## config.mk

```make
export PLATFORM = sky130hd
export DESIGN_NAME = led_pattern_gen
export DESIGN_NICKNAME = d
export VERILOG_FILES = /design/src/rtl/led_pattern_gen.sv
export SDC_FILE = /design/constraint.sdc
export NUM_CORES = 1
export LEC_CHECK = 0
export ABC_CLOCK_PERIOD_IN_PS = 5500
export BUFFER_PORTS_ARGS = -buffer_cell sky130_fd_sc_hd__buf_2
export CAP_MARGIN = 10
export CORE_MARGIN = 4
export CORE_UTILIZATION = 57
export DETAILED_ROUTE_END_ITERATION = 10
export GPL_TIMING_DRIVEN = 1
export PLACE_DENSITY_LB_ADDON = 0.12
export SLEW_MARGIN = 30
export SYNTH_ARGS = -nofsm -noshare
export SYNTH_HDL_FRONTEND = slang
export SYNTH_SLANG_ARGS = --single-unit
```

## constraint.sdc

```tcl
create_clock -name clk -period 5.5 [get_ports clk]
set_input_delay 0.825 -clock clk [delete_from_list [all_inputs] [get_ports clk]]
set_output_delay 0.825 -clock clk [all_outputs]
set_load 0.05 [all_outputs]
```

## src/rtl/led_pattern_gen.sv

```systemverilog
// Parametrised LED pattern engine: prescaler plus rotate/bounce/fill-drain pattern register.
// Optional LED_SPEED_SEL_EN adds a speed[1:0] post-divider (step every 2^speed prescaler periods).
module led_pattern_gen #(
    parameter int unsigned WIDTH = 16,
    parameter int unsigned DIV   = 100
) (
    input  logic             clk,
    input  logic             reset,
    input  logic             en,
    input  logic [1:0]       mode,
    input  logic             load,
    input  logic [WIDTH-1:0] load_val,
`ifdef LED_SPEED_SEL_EN
    input  logic [1:0]       speed,
`endif
    output logic [WIDTH-1:0] out,
    output logic             tick,
    output logic             wrap
);

    localparam int unsigned    PW        = (DIV > 1) ? $clog2(DIV) : 1;
    localparam logic [PW-1:0]  PRESC_MAX = PW'(DIV - 1);
    localparam logic [WIDTH-1:0] ONE      = WIDTH'(1);
    localparam logic [WIDTH-1:0] ALL_ONES = '1;

    logic [PW-1:0]    presc;
    logic             dir_left;
    logic             phase_fill;
    logic             presc_wrap;
    logic             step_due;

    logic [WIDTH-1:0] nxt_out;
    logic             nxt_wrap;
    logic             nxt_dir_left;
    logic             nxt_phase_fill;
    logic             eff_fill;

    assign presc_wrap = en && (presc == PRESC_MAX);

`ifdef LED_SPEED_SEL_EN
    logic [2:0] post_cnt;
    logic [2:0] post_lim;
    logic [1:0] speed_q;
    logic       speed_chg;

    assign speed_chg = (speed != speed_q);
    assign post_lim  = 3'((4'd1 << speed) - 4'd1);
    // A speed change restarts the post-count, so that edge sees a count of zero.
    assign step_due  = presc_wrap && (speed_chg ? (speed == 2'd0) : (post_cnt == post_lim));

    always_ff @(posedge clk or posedge reset) begin
        if (reset) begin
            post_cnt <= 3'd0;
            speed_q  <= 2'd0;
        end else begin
            speed_q <= speed;
            if (load || speed_chg)
                post_cnt <= 3'd0;
            else if (presc_wrap)
                post_cnt <= step_due ? 3'd0 : post_cnt + 3'd1;
        end
    end
`else
    assign step_due = presc_wrap;
`endif

    // Next pattern for a step in the current mode.
    always_comb begin
        nxt_out        = out;
        nxt_wrap       = 1'b0;
        nxt_dir_left   = dir_left;
        nxt_phase_fill = phase_fill;
        eff_fill       = phase_fill;
        case (mode)
            2'b00: begin
                nxt_out  = {out[WIDTH-2:0], out[WIDTH-1]};
                nxt_wrap = out[WIDTH-1];
            end
            2'b01: begin
                nxt_out  = {out[0], out[WIDTH-1:1]};
                nxt_wrap = out[0];
            end
            2'b10: begin
                if ($onehot(out)) begin
                    if (dir_left) begin
                        if (out[WIDTH-1]) begin
                            nxt_out      = out >> 1;
                            nxt_dir_left = 1'b0;
                            nxt_wrap     = 1'b1;
                        end else begin
                            nxt_out = out << 1;
                        end
                    end else begin
                        if (out[0]) begin
                            nxt_out      = out << 1;
                            nxt_dir_left = 1'b1;
                            nxt_wrap     = 1'b1;
                        end else begin
                            nxt_out = out >> 1;
                        end
                    end
                end else begin
                    nxt_out      = ONE;
                    nxt_dir_left = 1'b1;
                end
            end
            default: begin
                // A saturated pattern flips phase before shifting.
                eff_fill = phase_fill ? (out != ALL_ONES) : (out == '0);
                nxt_out  = {out[WIDTH-2:0], eff_fill};
                nxt_phase_fill = eff_fill;
                if (eff_fill && (nxt_out == ALL_ONES)) begin
                    nxt_phase_fill = 1'b0;
                    nxt_wrap       = 1'b1;
                end else if (!eff_fill && (nxt_out == '0)) begin
                    nxt_phase_fill = 1'b1;
                    nxt_wrap       = 1'b1;
                end
            end
        endcase
    end

    // Prescaler, pattern register and registered strobes.
    always_ff @(posedge clk or posedge reset) begin
        if (reset) begin
            out        <= ONE;
            tick       <= 1'b0;
            wrap       <= 1'b0;
            presc      <= '0;
            dir_left   <= 1'b1;
            phase_fill <= 1'b1;
        end else if (load) begin
            out        <= load_val;
            tick       <= 1'b0;
            wrap       <= 1'b0;
            presc      <= '0;
            dir_left   <= 1'b1;
            phase_fill <= 1'b1;
        end else begin
            tick <= step_due;
            wrap <= step_due && nxt_wrap;
            if (en)
                presc <= presc_wrap ? '0 : presc + PW'(1);
            if (step_due) begin
                out        <= nxt_out;
                dir_left   <= nxt_dir_left;
                phase_fill <= nxt_phase_fill;
            end
        end
    end

endmodule

```

==> results by group <==
Run status
  • Outcome: finished clean

Route
  • Total number of vias: 2202
  • DR WL/cell: 17.4 µm
  • DRT iter0 DRCs: 239
  • Pre-Repair DR Iteration Count: 5
  • WL final: 6250 µm
  • Final antenna-violating net count: 0
  • Vias per cell: 6.12
  • Drt drc: 0

Clock network
  • Post-CTS sizing: 0
  • Clock slew at reported path FFs: 0.10 ns
  • H-tree Lvls: 1
  • Clk sinks: 27
  • Clock buffer depth: 2
  • CTS tree: done
  • CTS Hold Bufs: 0
  • Clock root buffer: clkbuf_8
  • CTS Buf Count: 3
  • Worst-Skew Late Latency: 0.28 ns
  • Setup bufs post-CTS: 0

Placed design
  • Post-Place Cell Area: 2640 µm²
  • Buffers added on ports: 39
  • Final Wtd Congestion: 0.947
  • Dpl hpwl: 4450 µm

Cells and area
  • Commonest cells after routing, fill and taps aside: 39 x buf_2, 29 x nand2_1, 29 x inv_1, 25 x a21oi_1, 24 x dfrtp_1
  • Share of layout cells above drive strength 1: 19.7%
  • Final core utilization: 65.8%
  • Ant diodes: 0
  • Fin area: 2690 µm²
  • Commonest non-fill, non-tap cell in the layout: buf_2
  • Area delta synth->final: 9.08%
  • Nets@finish: 352
  • Fill cells: 364

Pwr
  • Power Dens Cells: 317 nW/µm²
  • IR drop worst, VDD: 0.191 mV
  • Leak: 1.22 nW

Worst setup path
  • Critical Path RT: 5.71 ns
  • Worst EP arrival: 5.08 ns
  • WS Path Type: reg -> reg
  • Startpoint class of the critical path: flop
  • Worst-path maximum fanout: 8
  • Endpoint class of the critical path: flop

Job
  • Maxcap violations: 0

Timing
  • Least-Margin Pin Slew: 0.811 ns
  • Setup Skew: 0.00219 ns
  • Max Slew Vio Count: 0
  • Slew HR: 46.0%
  • Fin crit share: 88.6%
  • RSZ-0062 raised after global routing: no
  • Setup Viol. Count Final: 0
  • Final hold vios: 0
  • Setup TNS: 0 ns
  • Tmin final: 4.87 ns
  • Hold Slack: 0.555 ns
  • Fmax: 205 MHz

Yosys
  • Post-Syn Instances: 285
  • Synthesized area: 2470 µm²
  • EDFF count, synth: 0
  • Register area share after synthesis: 27.5%
  • Yosys cell types: 60
  • Synth Net Count: 326
  • Synth warn: 0
  • Mapped Avg Cell Area: 8.65 µm²
  • Dominant cell type by area after synthesis: dfrtp_1
  • Top-area cell type share of the netlist area: 24.4%
  • Top FF cell, synth: dfrtp_1
  • #FFs+latches synth: 27
  • Asr flop ratio synth: 100%
  • Top cells by area, synth: dfrtp_1 24%, fa_1 8.1%, a21oi_1 5.1%

GRT
  • Largest net degree at the start of global routing: 47
  • Total Routing Usage GR: 25.4%
  • Total grt overflow: 0
  • First-pass GRT wire length: 10700 µm
  • Initial antenna violation count: 0
  • Vias in the first global route: 2125

Floorplanning
  • Num rows: 23
  • Initial Util: 60.3%
  • Chip Height: 73.8 µm
  • Die ar.: 5440 µm²
  • Die Wd: 73.8 µm
  • I/O pins: 40
  • Core footprint: 4090 µm²

Worst hold path
  • Worst Hold Class: reg -> reg
report_power, final:
part | internal, mW | switching (mW) | total, mW
combinational | 0.168 | 0.318 | 0.486
sequential | 0.211 | 0.0332 | 0.244
clock | 0.0517 | 0.0712 | 0.123
total | 0.431 | 0.422 | 0.853
cell families (layout without fill, tap and decap cells):
group | count (synthesis) | count (layout) | share of synthesized area, %
fa+ha+maj | 19 | 19 | 12.7
simple gates | 97 | 97 | 23.0
buf+inv | 49 | 74 | 8.22
compound gates | 83 | 83 | 24.8
flops | 27 | 27 | 27.5
mux | 5 | 5 | 2.03
xor+xnor | 5 | 5 | 1.78
through the flow:
step / power, mW / worst slack (ns) / instances
after detailed placement: 0.729 / 0.651 / 356
after floorplan: 0.629 / 0.688 / 285
after CTS: 0.858 / 0.602 / 360
final: 0.853 / 0.628 / 360
after global placement: 0.714 / 0.756 / 356
after global routing: 0.924 / 0.357 / 360
registers in the layout (all words and copies together), names as in the netlist:
name / cells
out: 16
presc: 7
dir_left: 1
phase_fill: 1
tick: 1
wrap: 1
layout make-up:
| class | instances | area, µm² | area share, % |
|---|---|---|---|
| multi-input cells | 209 | 1580 | 58.9 |
| well taps | 50 | 62.6 | 2.33 |
| repair buffers | 40 | 203 | 7.53 |
| clock inverters | 1 | 7.51 | 0.279 |
| flip-flops and latches | 27 | 679 | 25.3 |
| inverters | 30 | 113 | 4.19 |
| clock buffers | 3 | 41.3 | 1.53 |
worst max-delay path, cell delays in order, from the launching register on:
cell	delay [ns]
dfrtp_1	0.50
inv_1	0.12
fa_1	0.54
inv_1	0.05
fa_1	0.46
fa_1	0.53
inv_1	0.06
fa_1	0.47
inv_1	0.04
ha_1	0.20
fa_1	0.46
nor4b_2	0.32
nand3_2	0.32
nor3_4	0.40
nand3b_1	0.13
a31oi_1	0.19
worst paths after layout:
kind | from | end | slack [ns] | cells past startpoint
min reg2reg | phase_fill | phase_fill | 0.56 | 2
max reg2reg | out[5] | out[11] | 0.63 | 15
min in group asynchronous | reset | out[4] | 0.60 | 2
min | phase_fill | phase_fill | 0.56 | 2
max in group asynchronous | reset | wrap | 4.50 | 2
max | out[5] | out[11] | 0.63 | 15
Yosys cell counts, types with 2 or more instances:
| master | count |
|---|---|
| nand2_1 | 29 |
| and3_1 | 3 |
| or2_1 | 2 |
| o31ai_1 | 15 |
| o31ai_4 | 2 |
| nor3_1 | 6 |
| nand4_1 | 3 |
| nand3_1 | 2 |
| clkbuf_1 | 9 |
| o211a_1 | 2 |
| dfstp_2 | 3 |
| xor2_1 | 3 |
| dfrtp_1 | 24 |
| fa_1 | 10 |
| inv_1 | 30 |
| a31oi_1 | 2 |
| a21oi_1 | 25 |
| buf_2 | 6 |
| nor2_1 | 13 |
| buf_1 | 2 |
| mux2i_1 | 5 |
| nand2b_1 | 19 |
| xnor2_1 | 2 |
| o211ai_1 | 2 |
| nand3b_1 | 3 |
| o2111ai_1 | 3 |
| ha_1 | 9 |
| o21ai_0 | 5 |
| o21ai_1 | 12 |
| nor4_1 | 4 |
layer usage:
metal | share of wire (%) | track usage [%] | vias to the layer above
li1 | - | - | 1054
met1 | 43 | 37.4 | 1042
met2 | 47 | 40.0 | 100
met3 | 8.4 | 2.87 | 6
met4 | 1.1 | 5.84 | 0
met5 | 0 | 0 | -
No activity file was read; power rests on OpenSTA's default activity.
